===== src/rtl/ccff_bitstream_loader.sv =====
// Purpose : feeds the CLB configuration chain, serialising valid/ready bitstream words MSB-first
//           onto ccff_head with a per-bit shift enable, stopping after exactly CHAIN_LEN bits.
// Latency : 1 FETCH bubble per word, then WORD_W shift cycles (WORD_W bits per WORD_W+1 cycles).
// Backpr. : bs_ready is high only in FETCH; an underrun stalls in FETCH with shift enable low.
//
// Ports:
//   prog_clk, prog_reset          clock and synchronous active-high reset
//   start, abort                  load control (abort wins over start)
//   bs_data/bs_valid/bs_ready     bitstream word stream
//   ccff_head, ccff_shift_en      registered serial bit and chain clock-gate enable
//   ccff_tail                     bit emerging from the far end of the chain
//   busy, done, bit_cnt           status; done is sticky until start/abort/reset
// Optional feature macro CCFF_READBACK_CRC_EN adds readback_crc[15:0], a CRC-16-CCITT
// signature of ccff_tail over every shifting cycle of the current load.

module ccff_bitstream_loader #(
    parameter int CHAIN_LEN = 88,
    parameter int WORD_W    = 8,
    parameter int CNT_W     = $clog2(CHAIN_LEN + 1)
) (
    input  logic              prog_clk,
    input  logic              prog_reset,
    input  logic              start,
    input  logic              abort,
    input  logic [WORD_W-1:0] bs_data,
    input  logic              bs_valid,
    output logic              bs_ready,
    output logic              ccff_head,
    output logic              ccff_shift_en,
    input  logic              ccff_tail,
    output logic              busy,
    output logic              done,
    output logic [CNT_W-1:0]  bit_cnt
`ifdef CCFF_READBACK_CRC_EN
    ,
    output logic [15:0]       readback_crc
`endif
);

    localparam int REM_W = $clog2(WORD_W + 1);

    typedef enum logic [1:0] {
        S_IDLE  = 2'd0,
        S_FETCH = 2'd1,
        S_SHIFT = 2'd2,
        S_DONE  = 2'd3
    } state_e;

    state_e              state_q, state_d;
    logic [WORD_W-1:0]   sreg_q, sreg_d;
    logic [REM_W-1:0]    rem_q, rem_d;
    logic [CNT_W-1:0]    cnt_q, cnt_d;
    logic                head_q, head_d;
    logic                sen_q, sen_d;
    logic                load_start;
    logic [31:0]         left_w;
    logic [REM_W-1:0]    fill;

    // Bits still owed to the chain; the last word may be only partly used.
    always_comb begin
        left_w = 32'(CHAIN_LEN) - 32'(cnt_q);
        fill   = (left_w > 32'(WORD_W)) ? REM_W'(WORD_W) : REM_W'(left_w);
    end

    always_comb begin
        state_d    = state_q;
        sreg_d     = sreg_q;
        rem_d      = rem_q;
        cnt_d      = cnt_q;
        load_start = 1'b0;

        case (state_q)
            S_IDLE, S_DONE: begin
                if (start) begin
                    state_d    = S_FETCH;
                    cnt_d      = '0;
                    load_start = 1'b1;
                end
            end
            S_FETCH: begin
                if (bs_valid) begin
                    sreg_d  = bs_data;
                    rem_d   = fill;
                    state_d = S_SHIFT;
                end
            end
            S_SHIFT: begin
                sreg_d = sreg_q << 1;
                cnt_d  = cnt_q + CNT_W'(1);
                rem_d  = rem_q - REM_W'(1);
                if (rem_q == REM_W'(1)) begin
                    state_d = (cnt_q == CNT_W'(CHAIN_LEN - 1)) ? S_DONE : S_FETCH;
                end
            end
            default: state_d = S_IDLE;
        endcase

        // Abort overrides everything, including a simultaneous start.
        if (abort) begin
            state_d    = S_IDLE;
            sreg_d     = sreg_q;
            rem_d      = rem_q;
            cnt_d      = cnt_q;
            load_start = 1'b0;
        end
    end

    // Head and enable are registered from next-state so they stay cycle-aligned;
    // outside SHIFT the head simply holds its last driven bit.
    always_comb begin
        sen_d  = (state_d == S_SHIFT);
        head_d = (state_d == S_SHIFT) ? sreg_d[WORD_W-1] : head_q;
    end

    always_ff @(posedge prog_clk) begin
        if (prog_reset) begin
            state_q <= S_IDLE;
            sreg_q  <= '0;
            rem_q   <= '0;
            cnt_q   <= '0;
            head_q  <= 1'b0;
            sen_q   <= 1'b0;
        end else begin
            state_q <= state_d;
            sreg_q  <= sreg_d;
            rem_q   <= rem_d;
            cnt_q   <= cnt_d;
            head_q  <= head_d;
            sen_q   <= sen_d;
        end
    end

    assign bs_ready      = (state_q == S_FETCH);
    assign busy          = (state_q == S_FETCH) || (state_q == S_SHIFT);
    assign done          = (state_q == S_DONE);
    assign bit_cnt       = cnt_q;
    assign ccff_head     = head_q;
    assign ccff_shift_en = sen_q;

`ifdef CCFF_READBACK_CRC_EN
    // The tail bit is valid in the same cycle the chain shifts, so sample it on sen_q.
    logic [15:0] crc_q, crc_d;
    logic        crc_fb;

    always_comb begin
        crc_fb = crc_q[15] ^ ccff_tail;
        crc_d  = crc_q;
        if (load_start) begin
            crc_d = 16'hFFFF;
        end else if (sen_q) begin
            crc_d = {crc_q[14:0], 1'b0} ^ (crc_fb ? 16'h1021 : 16'h0000);
        end
    end

    always_ff @(posedge prog_clk) begin
        if (prog_reset) begin
            crc_q <= 16'hFFFF;
        end else begin
            crc_q <= crc_d;
        end
    end

    assign readback_crc = crc_q;
`else
    logic unused_tail;
    assign unused_tail = ccff_tail;
`endif

endmodule

===== config.mk =====
export PLATFORM = sky130hd
export DESIGN_NAME = ccff_bitstream_loader
export DESIGN_NICKNAME = d
export VERILOG_FILES = /design/src/rtl/ccff_bitstream_loader.sv
export SDC_FILE = /design/constraint.sdc
export NUM_CORES = 1
export LEC_CHECK = 0
export BUFFER_PORTS_ARGS = -buffer_cell sky130_fd_sc_hd__buf_2
export CELL_PAD_IN_SITES_DETAIL_PLACEMENT = 1
export CELL_PAD_IN_SITES_GLOBAL_PLACEMENT = 2
export CORE_MARGIN = 4
export CORE_UTILIZATION = 33
export CTS_BUF_LIST = sky130_fd_sc_hd__clkbuf_8
export CTS_CLUSTER_DIAMETER = 30
export DETAILED_ROUTE_END_ITERATION = 8
export PLACE_DENSITY = 0.8
export SLEW_MARGIN = 5
export SYNTH_ARGS = -nofsm -noshare
export SYNTH_HDL_FRONTEND = slang
export SYNTH_SLANG_ARGS = --single-unit

===== constraint.sdc =====
create_clock -name prog_clk -period 2.8 [get_ports prog_clk]
set_input_delay 0.14 -clock prog_clk [delete_from_list [all_inputs] [get_ports prog_clk]]
set_output_delay 0.14 -clock prog_clk [all_outputs]
set_load 0.03 [all_outputs]

Yosys cells after proc, flatten, opt, wreduce, memory -nomap -nowiden
Index checks and enable logic that the tools add are counted.

Register bits: 23. Bits of input ports: 14. Word-level logic and storage cells: 41.

Add/subtract/negate cells: 3. Order comparisons: 1. Eq/ne operators: 8. Mux-type cells: 14. Bitwise operators: 1. Reduce and logical (&&, ||, !) cells: 7.

Operators with widths (number): $gt 32x4->1 const B (1); $mux 8 (2); $pmux 8 s2 (1); $pmux 7 s2 (1); $mux 2 (5); $mux 4 (2); $pmux 4 s2 (1); $sub 7x7->8 const A (1); $add 7x1->7 const B (1); $eq 7x7->1 const B (1); $mux 7 (1); $eq 2x2->1 const B (3); $pmux 2 s3 (1); $reduce_and 3->1 (2); $eq 4x1->1 const B (1); $ne 2x2->1 const B (2); $reduce_bool 2->1 (2); $sub 4x1->4 const B (1); $eq 2x1->1 const B (1); $logic_not 2->1 (1); $reduce_or 2->1 (1); $logic_or 1x1->1 (1); $not 1->1 (1).

Depth between registers and ports, before layout
Word-level depth: 6. Depth in mapped cells: 9. Depth with buffers taken out: 7.

Worst setup path before layout
Ideal clock, no wire load.

Path type: flip-flop to flip-flop. Start: reg cnt_q[0] (netlist: bit_cnt[0]). End: reg rem_q[1]. Library setup time: 0.088 ns. Arrival: 2.114 ns. Slack: 0.597 ns. Stages on the path, launching flop included: 8. Buffers on the path: 0. Clock period less this slack: 2.203 ns. Cells stage by stage: dfxtp_1 inv_1 ha_1 nor2b_1 or3_4 a221oi_4 nand3_1 a311oi_2.

Longest elaborated chain between the ends: 5.

Ends and longest elaborated chain: start: declaration (line 52) `logic [CNT_W-1:0] cnt_q, cnt_d;`; start signal: assignment (line 127) `cnt_q <= cnt_d;`; $sub 7x7->8 (*) (line 61) `left_w = 32'(CHAIN_LEN) - 32'(cnt_q);`; $gt 32x4->1 (line 62) `fill = (left_w > 32'(WORD_W)) ? REM_W'(WORD_W) : REM_W'(left_w);`; $mux 4 (*) (line 62); $mux 4 (*) (line 81) `if (bs_valid) begin`; $pmux 4 s2 (*) (line 72) `case (state_q)`; end signal: assignment (line 126) `rem_q <= rem_d;`; end: declaration (line 51) `logic [REM_W-1:0] rem_q, rem_d;`.

Every way passes the cells marked *; elsewhere a longest branch is shown, timed or not. The select of a mux whose other input is x is not followed. A chain may end at the register's enable or synchronous reset.

Final worst setup path
Start: reg state_q[0]. End: reg cnt_q[4] (netlist: bit_cnt[4]).

Longest elaborated chain between the ends: 4. Elaborated cells between the ends (all ways): 8. Those cells by class: eq/ne: 3; mux: 1; reduce/logical: 4.

Ends and longest elaborated chain: start: declaration (line 49) `state_e state_q, state_d;`; start signal: assignment (line 124) `state_q <= state_d;`; $eq 2x2->1 or $logic_not 2->1 (tied branches) (line 72); $reduce_or 2->1 (line 72); $ne 2x2->1 (no source line) or $reduce_bool 2->1 (tied branches); $reduce_and 3->1 (no source line).

Several ways; a longest one is shown, not always the timed one.

==> metrics.md <==
| Metric | Value |
|---|---|
| Minimum clock period | 2210 ps |
| IO Pins | 26 |
| Die width | 71.8 um |
| Area share of the largest cell type after synthesis | 34.3% |
| DR WL met3 | 112 um |
| Tcrit/Tclk final | 79.0% |
| Max stage delay cell, worst path | or3_1 |
| Critical path arrival | 2380 ps |
| Comb power frac | 15.4% |
| CP max FO | 7 |
| Design Power | 661 uW |
| PwrDens | 427 mW/mm^2 |
| Count leader, synth | nor2_1 |
| Final Max Slew Viols | 0 |
| Worst-Margin Slew | 575 ps |
| Sequential area share after synthesis | 34.3% |
| Critical R2R Launch | state_q[0] |
| Initial antenna violation count | 0 |
| Root buf cell | clkbuf_8 |
| Dpl ws | 602 ps |
| Synthesis-to-layout area growth | 15.1% |
| Congestion Overflow GR | 0 |
| Lkg Pwr | 0.648 nW |
| Detailed Route WL | 3400 um |
| Flops & latches, synth | 23 |
| Reg2Reg Setup Slack | 590 ps |
| DRC violation total after the first TritonRoute iteration | 59 |
| Sum Neg Setup Slack | 0 ps |
| Gr usage total | 14.1% |
| Post-CTS Setup Bufs | 0 |
| Hold WC Path Type | in -> reg |
| Slowest stage delay, CP | 470 ps |
| Vias in the first global route | 1,293 |
| Worst path cell trace | inv_1, ha_1, nor2b_1, or3_1, or3_1, xor2_1, nor2_1 |
| Clock transition at path regs | 90 ps |
| Relative max-transition margin | 61.4% |
| CTS tree | built |
| Hold Path Sink | sreg_q[0] |
| CP Launch Type | flop |
| Largest net degree at the start of global routing | 17 |
| Worst skew pair latency | 270 ps |
| Clk pwr share | 31.8% |
| H-tree depth | 1 |
| CORE AREA | 0.00380 sq mm |
| Post-synth EDFFs | 0 |
| Switching Fraction | 27.6% |
| Metal2 WL | 1660 um |
| Max Clk Rate | 0.452 GHz |
| Yosys warns | 0 |
| Syn Nets | 181 |
| Reg2Reg Depth | 7 |
| Most used cell, CP | or3_1 |
| Final setup skew | 7.04 ps |
| Cell variety after synth | 44 |
| Final-report hold violation count | 0 |
| Max-capacitance violation count | 0 |
| Avg Cell Area, Syn | 8.45 sq um |
| Prevailing post-synth register cell | dfxtp_1 |
| Internal | 478 uW |
| HP Start | bs_data[0] |
| Hold buffers post-CTS | 0 |
| # setup viols final | 0 |
| First-pass GRT wire length | 5950 um |
| Die ar. | 0.00516 sq mm |
| Mapped cell area | 0.00134 sq mm |
| Fraction of registers with async set/reset | 0% |
| # rows | 22 |
| Number of gates resized after CTS | 0 |
| Syn Inst Count | 159 |
| Start point of the critical path | state_q[0] |
| Switch Pwr | 182 uW |
| Crit. End Element | flop |
| Vias/cell | 5.32 |
| Worst Setup Slack, final | 588 ps |
| Clk buf depth | 2 |
| Most frequent cells after synthesis | nor2_1 (25), dfxtp_1 (23), inv_1 (11), nor3_1 (9), ha_1 (8) |
| Final layout net count | 205 |
| Ranking of synthesized cells by area | dfxtp_1 (34%), ha_1 (7.4%), nor2_1 (7.0%) |
| Run status | completed |
| N_diodes | 0 |
| Drt pass-1 iters | 6 |
| Post-route ant nets | 0 |
| Clock sink count | 23 |
| Hold Path Depth | 3 |
| Worst-case vdd ir drop | 220 uV |
| Setup CP Type | reg -> reg |
| Number of remaining DRC errors | 0 |
| Dpl hpwl | 2630 um |
| Wirelength per Cell | 14.8 um |
| Uppermost layer routed | met4 |
| Num CTS Buffers | 3 |
| Share of cells above drive strength 1 | 20.9% |
| Wl on met1 | 1620 um |
| Initial Util | 35.4% |
| Crit path required time | 2970 ps |
| Final GP Congestion | 0.694 |
| Vias | 1,223 |
| Die Height | 71.8 um |
| Area leader, netlist | dfxtp_1 |
| RSZ-0062 raised after global routing | false |
| Reg2reg end | bit_cnt[4] |
| I/O Buffers | 24 |
| Register share of total power | 52.8% |
[cell usage in the layout, fill, tap and decap left out, types with 3 or more instances in the layout]
cell type / n
inv_1: 11
nand2_1: 4
ha_1: 8
clkbuf_8: 3
dfxtp_1: 23
nand3_1: 5
nor2_1: 25
buf_2: 24
a32oi_1: 3
xnor2_1: 6
a21oi_1: 3
nand2b_1: 4
nor2b_1: 5
nor3_1: 9
buf_4: 3
a221oi_1: 6
o21ai_0: 7
[worst max path at each step]
stage,end,slack [ps],cells past startpoint
global placement,bit_cnt[4],650,6
global route,rem_q[1],430,7
floorplan,rem_q[1],600,7
CTS,bit_cnt[4],580,7
finish,bit_cnt[4],590,7
detailed placement,bit_cnt[4],600,7
[per-layer routing]
layer | vias up | global-route usage [%]
li1 | 607 | -
met1 | 597 | 18.0
met2 | 17 | 24.3
met3 | 2 | 3.65
met4 | 0 | 2.51
met5 | - | 0
[layout make-up]
type | instances | area (sq um)
Clock inverter | 1 | 5.00
Fill cell | 482 | 2250
Clock buffer | 3 | 41.3
Timing Repair Buffer | 27 | 143
Tap cell | 48 | 60.1
Sequential cell | 23 | 460
Multi-Input combinational cell | 116 | 790
Inverter | 12 | 47.5
[registers in the layout, indices dropped and copies added (netlist names)]
register / flops
state_q: 2
rem_q: 4
ccff_shift_en: 1
sreg_q: 8
ccff_head: 1
bit_cnt: 7
[power by group through the flow]
stage | clock network, mW | registers, mW | logic [mW]
after global routing | 0.236 | 0.351 | 0.116
after global placement | 0 | 0.356 | 0.0997
after floorplan | 0 | 0.355 | 0.0695
after CTS | 0.222 | 0.349 | 0.104
final | 0.210 | 0.349 | 0.102
after detailed placement | 0 | 0.356 | 0.103
[cell families (layout without fill, tap and decap cells)]
family | Yosys count | after routing | synth area share, %
and+or+nand+nor | 65 | 65 | 25.1
AOI/OAI and AO/OA | 34 | 34 | 20.1
DFF | 23 | 23 | 34.3
buffers and inverters | 20 | 43 | 6.98
adders and majority gates | 8 | 8 | 7.45
xor gates and xnor gates | 8 | 8 | 5.21
muxes | 1 | 1 | 0.838
[through the flow]
step	area, sq um	hold slack (ps)	util [%]	instances
2_1_floorplan	1340	208	-	159
3_3_place_gp	1500	408	39.5	226
3_5_place_dp	1500	417	39.5	226
4_1_cts	1550	132	40.7	230
5_1_grt	1550	149	40.7	230
6_report	1550	136	40.7	230
[critical path: cells and delay by family (launching register included)]
kind,cells,cell delay [ps]
xor gates and xnor gates,1,140
adders and majority gates,1,360
buffers and inverters,1,90
DFF,1,420
and+or+nand+nor,4,1100
No activity file was read; power rests on OpenSTA's default activity.
